**src/rtl/pgm_loader_if.sv**
```systemverilog
// Byte stream channel into the program loader: valid/ready handshake carrying one byte per transfer.
interface pgm_loader_if;
    logic [7:0] in_data;
    logic       in_valid;
    logic       in_ready;

    modport master (output in_data, output in_valid, input in_ready);
    modport slave  (input in_data, input in_valid, output in_ready);
endinterface

```
**src/rtl/pgm_loader.sv**
```systemverilog
// Program memory loader: receives SYNC/LEN/data/CSUM frames and writes them from address 0.
// The core is held stalled from SYNC until a verified checksum releases it.
module pgm_loader #(
    parameter logic [7:0]  SYNC_BYTE = 8'hA5,
    parameter int unsigned TIMEOUT   = 50000
) (
    input  logic         sig_clk,
    input  logic         sig_rst_n,
    pgm_loader_if.slave  in_s,
    output logic [7:0]   PM_addr_wr,
    output logic [7:0]   PM_data_wr,
    output logic         PM_sig_we,
    output logic         sig_core_hold,
    output logic         sig_load_done,
    output logic         sig_load_err,
    output logic         sig_busy
);
    localparam int unsigned TW = (TIMEOUT > 1) ? $clog2(TIMEOUT) : 1;
    localparam logic [TW-1:0] TMO_LAST = TW'(TIMEOUT - 1);

    typedef enum logic [2:0] {S_IDLE, S_LEN, S_DATA, S_CSUM, S_CHECK} state_t;

    state_t        state_q;
    logic          in_ready_q;
    logic [7:0]    pm_addr_q, pm_data_q;
    logic          pm_we_q, hold_q, done_q, err_q, busy_q;
    logic [8:0]    rem_q;
    logic [7:0]    addr_q, acc_q, csum_q;
    logic [TW-1:0] tmo_q;
    logic          accept;

    assign accept        = in_s.in_valid & in_ready_q;
    assign in_s.in_ready = in_ready_q;
    assign PM_addr_wr    = pm_addr_q;
    assign PM_data_wr    = pm_data_q;
    assign PM_sig_we     = pm_we_q;
    assign sig_core_hold = hold_q;
    assign sig_load_done = done_q;
    assign sig_load_err  = err_q;
    assign sig_busy      = busy_q;

    always_ff @(posedge sig_clk or negedge sig_rst_n) begin
        if (!sig_rst_n) begin
            state_q    <= S_IDLE;
            in_ready_q <= 1'b1;
            pm_addr_q  <= '0;
            pm_data_q  <= '0;
            pm_we_q    <= 1'b0;
            hold_q     <= 1'b0;
            done_q     <= 1'b0;
            err_q      <= 1'b0;
            busy_q     <= 1'b0;
            rem_q      <= '0;
            addr_q     <= '0;
            acc_q      <= '0;
            csum_q     <= '0;
            tmo_q      <= '0;
        end else begin
            pm_we_q <= 1'b0;
            done_q  <= 1'b0;
            unique case (state_q)
                S_IDLE: begin
                    if (accept && in_s.in_data == SYNC_BYTE) begin
                        err_q   <= 1'b0;
                        hold_q  <= 1'b1;
                        busy_q  <= 1'b1;
                        tmo_q   <= '0;
                        state_q <= S_LEN;
                    end
                end
                S_LEN, S_DATA, S_CSUM: begin
                    // An accepted byte always beats a timeout firing on the same edge.
                    if (!accept) begin
                        if (tmo_q == TMO_LAST) begin
                            err_q   <= 1'b1;
                            busy_q  <= 1'b0;
                            tmo_q   <= '0;
                            state_q <= S_IDLE;
                        end else begin
                            tmo_q <= tmo_q + 1'b1;
                        end
                    end else begin
                        tmo_q <= '0;
                        unique case (state_q)
                            S_LEN: begin
                                rem_q   <= (in_s.in_data == 8'd0) ? 9'd256 : {1'b0, in_s.in_data};
                                addr_q  <= '0;
                                acc_q   <= '0;
                                state_q <= S_DATA;
                            end
                            S_DATA: begin
                                pm_we_q   <= 1'b1;
                                pm_addr_q <= addr_q;
                                pm_data_q <= in_s.in_data;
                                acc_q     <= acc_q + in_s.in_data;
                                addr_q    <= addr_q + 8'd1;
                                rem_q     <= rem_q - 9'd1;
                                if (rem_q == 9'd1) state_q <= S_CSUM;
                            end
                            default: begin
                                csum_q     <= in_s.in_data;
                                in_ready_q <= 1'b0;
                                state_q    <= S_CHECK;
                            end
                        endcase
                    end
                end
                S_CHECK: begin
                    if (8'(acc_q + csum_q) == 8'd0) begin
                        done_q <= 1'b1;
                        hold_q <= 1'b0;
                    end else begin
                        err_q <= 1'b1;
                    end
                    in_ready_q <= 1'b1;
                    busy_q     <= 1'b0;
                    state_q    <= S_IDLE;
                end
                default: state_q <= S_IDLE;
            endcase
        end
    end
endmodule

```
**src/flat_wrapper.sv**
```systemverilog
// flat-port wrapper written by rule: the top's interface ports become plain ports
module pgm_loader_flat 
#(
    parameter logic [7:0]  SYNC_BYTE = 8'hA5,
    parameter int unsigned TIMEOUT   = 50000
)
  (sig_clk, sig_rst_n, PM_addr_wr, PM_data_wr, PM_sig_we, sig_core_hold, sig_load_done, sig_load_err, sig_busy, in_s_in_data, in_s_in_valid, in_s_in_ready);
  pgm_loader_if in_s_i ();
  input  logic sig_clk;
  input  logic sig_rst_n;
  output logic [7:0] PM_addr_wr;
  output logic [7:0] PM_data_wr;
  output logic PM_sig_we;
  output logic sig_core_hold;
  output logic sig_load_done;
  output logic sig_load_err;
  output logic sig_busy;
  input wire logic [$bits(in_s_i.in_data)-1:0] in_s_in_data;
  input wire logic [$bits(in_s_i.in_valid)-1:0] in_s_in_valid;
  output wire logic [$bits(in_s_i.in_ready)-1:0] in_s_in_ready;
  assign in_s_i.in_data = in_s_in_data;
  assign in_s_i.in_valid = in_s_in_valid;
  assign in_s_in_ready = in_s_i.in_ready;
  pgm_loader #(.SYNC_BYTE(SYNC_BYTE), .TIMEOUT(TIMEOUT)) u_core (.sig_clk(sig_clk), .sig_rst_n(sig_rst_n), .in_s(in_s_i), .PM_addr_wr(PM_addr_wr), .PM_data_wr(PM_data_wr), .PM_sig_we(PM_sig_we), .sig_core_hold(sig_core_hold), .sig_load_done(sig_load_done), .sig_load_err(sig_load_err), .sig_busy(sig_busy));
endmodule
```
**config.mk**
```make
export PLATFORM = sky130hd
export DESIGN_NAME = pgm_loader_flat
export DESIGN_NICKNAME = d
export VERILOG_FILES = /design/src/rtl/pgm_loader_if.sv /design/src/rtl/pgm_loader.sv /design/src/flat_wrapper.sv
export SDC_FILE = /design/constraint.sdc
export NUM_CORES = 1
export LEC_CHECK = 0
export CAP_MARGIN = 15
export CORE_ASPECT_RATIO = 1.25
export CORE_MARGIN = 4
export CORE_UTILIZATION = 58
export DETAILED_ROUTE_END_ITERATION = 10
export PLACE_DENSITY_LB_ADDON = 0.05
export SETUP_SLACK_MARGIN = 0.3
export SLEW_MARGIN = 10
export SYNTH_ARGS = -nofsm -noshare
export SYNTH_HDL_FRONTEND = slang
export SYNTH_SLANG_ARGS = --single-unit
export TNS_END_PERCENT = 5
```
**constraint.sdc**
```tcl
create_clock -name sig_clk -period 2.3 [get_ports sig_clk]
set_clock_uncertainty 0.1 [all_clocks]
set_input_delay 0.345 -clock sig_clk [delete_from_list [all_inputs] [get_ports sig_clk]]
set_output_delay 0.345 -clock sig_clk [all_outputs]
set_load 0.01 [all_outputs]
```
==> results by group <==
Power and ir drop
  – Sequential share of power: 0.392
  – Comb pwr share: 0.408
  – Net Sw Power: around 1.8 mW
  – Worst VDD drop: 0.638 mV
  – Overall power: between 4 and 5 mW
  – P_int: 3.15 mW
  – Static leakage: 2.30 nW
  – Sw frac: 0.362
  – Pwr/cell area: 1000 mW/mm2
  – Clock power share: 0.200

CTS
  – Worst skew pair latency: 340 ps
  – Worst-path clk slew: 80 ps
  – CTS tree: built
  – Clk root buf: clkbuf_8
  – Inserted Clock Buffers: 9
  – H-tree depth: 3
  – Deepest clock path buffer count: 2
  – Clock Sinks: 74

Timing
  – Setup TNS: 0 ps
  – Final Setup Violations: 0
  – Final Max Slew Viols: 0
  – Final hold violations: 0
  – Worst-margin pin slew: 585 ps
  – Minimum clock period: 2180 ps
  – Final hold slack: approximately 380 ps
  – Max Fclk: 458 MHz
  – RSZ-0062 raised after global routing: true
  – Relative max-transition margin: 0.610
  – Final period utilization: 0.948

Worst setup path
  – Cells along the critical path: clkdlybuf4s50_1, ha_1, nand3_1, o211ai_1, o41ai_2, xnor2_1, o21ai_1, a22o_1
  – Arr. time, crit path: 2320 ps
  – Delay-heaviest family, CP: compound AO/OA/AOI/OAI gates
  – Crit Path Class: input port to flip-flop
  – Buf+Inv Stages, Crit Path: 1
  – Slowest stage cell, crit path: clkdlybuf4s50_1
  – Type of origin of the critical path: input port
  – Critical path required time: 2440 ps
  – Worst setup EP type: flip-flop
  – CP peak stage delay: between 500 and 600 ps
  – Worst reg2reg setup slack: 150 ps
  – Critical path peak fanout: 4

Synthesis
  – Yosys reg bits: 74
  – Synth Flop Type: dfrtp_1
  – Yosys Warn Count: 0
  – Count of unique library cells instantiated by Yosys: between 50 and 60
  – Synthesized Nets: roughly 460
  – Mapped Cells: 433
  – Ys async rst share: 1.00
  – Cell Area, Synth: 0.00399 mm2
  – Seq/Total Area, Yosys: 0.464
  – EDFF count, synth: 0
  – Post-Syn Area per Cell: 9.22 um2

Placed design
  – PortBufs: 32
  – Cell area after placement: 0.00458 mm2
  – Placer Congestion: 0.894
  – Hpwl dp: ~6.5 mm

GRT
  – Grt ovf: 0
  – Global-route wire length before repair: 15.9 mm
  – Initial antenna violation count: 0
  – Largest net degree at the start of global routing: 33
  – Gr usage total: 0.246
  – Vias in the first global route: 3404

Layout
  – Layout cells sized above 1: 0.175
  – Final core utilization: 0.741
  – Nets@finish: 530
  – Post-route cell area: 0.00493 mm2
  – Diode count: 0
  – Area delta synth->final: 23.4%

Die
  – DIE WIDTH: ~82 um
  – Core area: about 0.0066 mm2
  – Initial Util: 0.601
  – I/O Pins: 33
  – Die height: 101 um
  – Site Rows: 33
  – Die area: 0.00828 mm2

Detailed routing
  – Wire per inst: 15.8 um
  – Total vias in the final route: approximately 3400
  – Via density: 5.83
  – Final ANT Viol Nets: 0
  – Starting DRT DRC Count: 153
  – Drt total wl: 9.34 mm
  – DRC Markers: 0
  – Router iterations before antenna repair: 5

Run
  – MaxCap Viol Count: 0

Run status
  – Outcome: finished, final reports clean

Worst hold path
  – Hold Path Class: flip-flop to flip-flop
-- cells in the mapped netlist (2+ instances only) --
cell type | n | area share
a211oi_1 | 2 | 0.0038
a21o_1 | 3 | 0.0056
a21oi_1 | 22 | 0.028
a22o_1 | 5 | 0.011
a31oi_1 | 4 | 0.0063
and2_1 | 2 | 0.0031
and3_1 | 8 | 0.013
buf_1 | 2 | 0.0019
buf_4 | 2 | 0.0038
clkbuf_1 | 9 | 0.0085
dfrtp_1 | 73 | 0.46
fa_1 | 2 | 0.010
ha_1 | 18 | 0.056
inv_1 | 10 | 0.0094
mux2_2 | 8 | 0.023
mux2i_1 | 2 | 0.0050
nand2_1 | 86 | 0.081
nand2b_1 | 4 | 0.0063
nand3_1 | 10 | 0.013
nand4_1 | 12 | 0.019
nor2_1 | 29 | 0.027
nor2b_1 | 6 | 0.0094
nor3_1 | 11 | 0.014
nor3_2 | 2 | 0.0050
nor4_1 | 4 | 0.0063
o211ai_1 | 3 | 0.0056
o21ai_0 | 45 | 0.056
o31ai_1 | 3 | 0.0056
or3_1 | 2 | 0.0031
xnor2_1 | 10 | 0.022
xor2_1 | 10 | 0.022
-- flip-flops by register name (all words and copies together), names as in the netlist --
register	flops
u_core.tmo_q	16
u_core.rem_q	9
u_core.PM_addr_wr	8
u_core.PM_data_wr	8
u_core.acc_q	8
u_core.addr_q	8
u_core.csum_q	8
u_core.state_q	3
u_core.PM_sig_we	1
u_core.in_s.in_ready	1
u_core.sig_busy	1
u_core.sig_core_hold	1
u_core.sig_load_done	1
u_core.sig_load_err	1
-- tightest hold or removal path: cells and delay by family, from the launching register on --
kind	cells	cell delay [ps]
flip-flops	1	340
AND/OR/NAND/NOR	2	110
-- layer usage --
metal,part of all wire,global-route usage,vias to the layer above
li1,-,-,1648
met1,0.45,0.341,1674
met2,0.48,0.390,103
met3,0.044,0.0277,16
met4,0.021,0.104,0
met5,0,0,-
-- path summary, 6_finish.rpt --
check                      depth (start not counted)                 start                    to
setup / recovery                                   8       in_s_in_data[2]       u_core.acc_q[7]
hold / removal                                     2  u_core.PM_addr_wr[6]  u_core.PM_addr_wr[6]
setup reg to reg                                   6       u_core.acc_q[0]   u_core.sig_load_err
hold reg to reg                                    2  u_core.PM_addr_wr[6]  u_core.PM_addr_wr[6]
max in group asynchronous                          3             sig_rst_n       u_core.acc_q[1]
min in group asynchronous                          2             sig_rst_n  u_core.PM_addr_wr[2]
-- cells by family after synthesis --
kind of cell,count (synthesis),share of synthesized area
buffers and inverters,26,0.0291
and+or+nand+nor,186,0.223
xor gates and xnor gates,20,0.0439
DFF,74,0.464
adders and majority gates,20,0.0664
AOI/OAI and AO/OA,96,0.143
muxes,11,0.0313
-- power by group through the flow --
| stage | Combinational [mW] | Sequential (mW) | Clock (mW) |
|---|---|---|---|
| CTS | 1.95 | 1.93 | 1.01 |
| detailed placement | 1.79 | 1.95 | 0 |
| global route | 2.25 | 1.99 | 1.07 |
| global placement | 1.73 | 1.94 | 0 |
| finish | 2.02 | 1.94 | 0.989 |
| floorplan | 1.18 | 1.91 | 0 |
-- metrics by stage --
| stage | cells | setup WS [ps] |
|---|---|---|
| global route | 590 | 24.9 |
| global placement | 566 | -298 |
| finish | 590 | 119 |
| floorplan | 433 | 183 |
| CTS | 588 | 168 |
| detailed placement | 566 | -306 |
-- layout by cell type, fill, tap and decap left out, types with 5 or more instances in the layout --
master / synthesis / final
a21oi_1: 22 / 19
a22o_1: 5 / 5
and3_1: 8 / 8
buf_4: 2 / 34
clkbuf_8: 1 / 9
clkdlybuf4s50_1: 0 / 26
dfrtp_1: 73 / 71
dlygate4sd2_1: 0 / 5
ha_1: 18 / 15
inv_1: 10 / 10
mux2_2: 8 / 8
nand2_1: 86 / 86
nand3_1: 10 / 10
nand4_1: 12 / 12
nor2_1: 29 / 29
nor2b_1: 6 / 6
nor3_1: 11 / 11
o21ai_0: 45 / 42
xnor2_1: 10 / 10
xor2_1: 10 / 10
-- cell type report --
type | instances | area (um2)
Timing Repair Buffer | 70 | 626
Tap cell | 87 | 109
Multi-Input combinational cell | 333 | 2100
Sequential cell | 74 | 1860
Clock inverter | 6 | 67.6
Inverter | 11 | 41.3
Fill cell | 514 | 1720
Clock buffer | 9 | 124
-- repair_timing --
item / in CTS / in global routing
gates resized for setup: 20 / 5
hold buffers: 1 / 0
endpoints found under the hold margin: 21 / 0
setup endpoints to repair: 23 / 26
pin swaps: 14 / 6
buffers inserted: 6 / 2
Power figures use the tool's default switching activity.
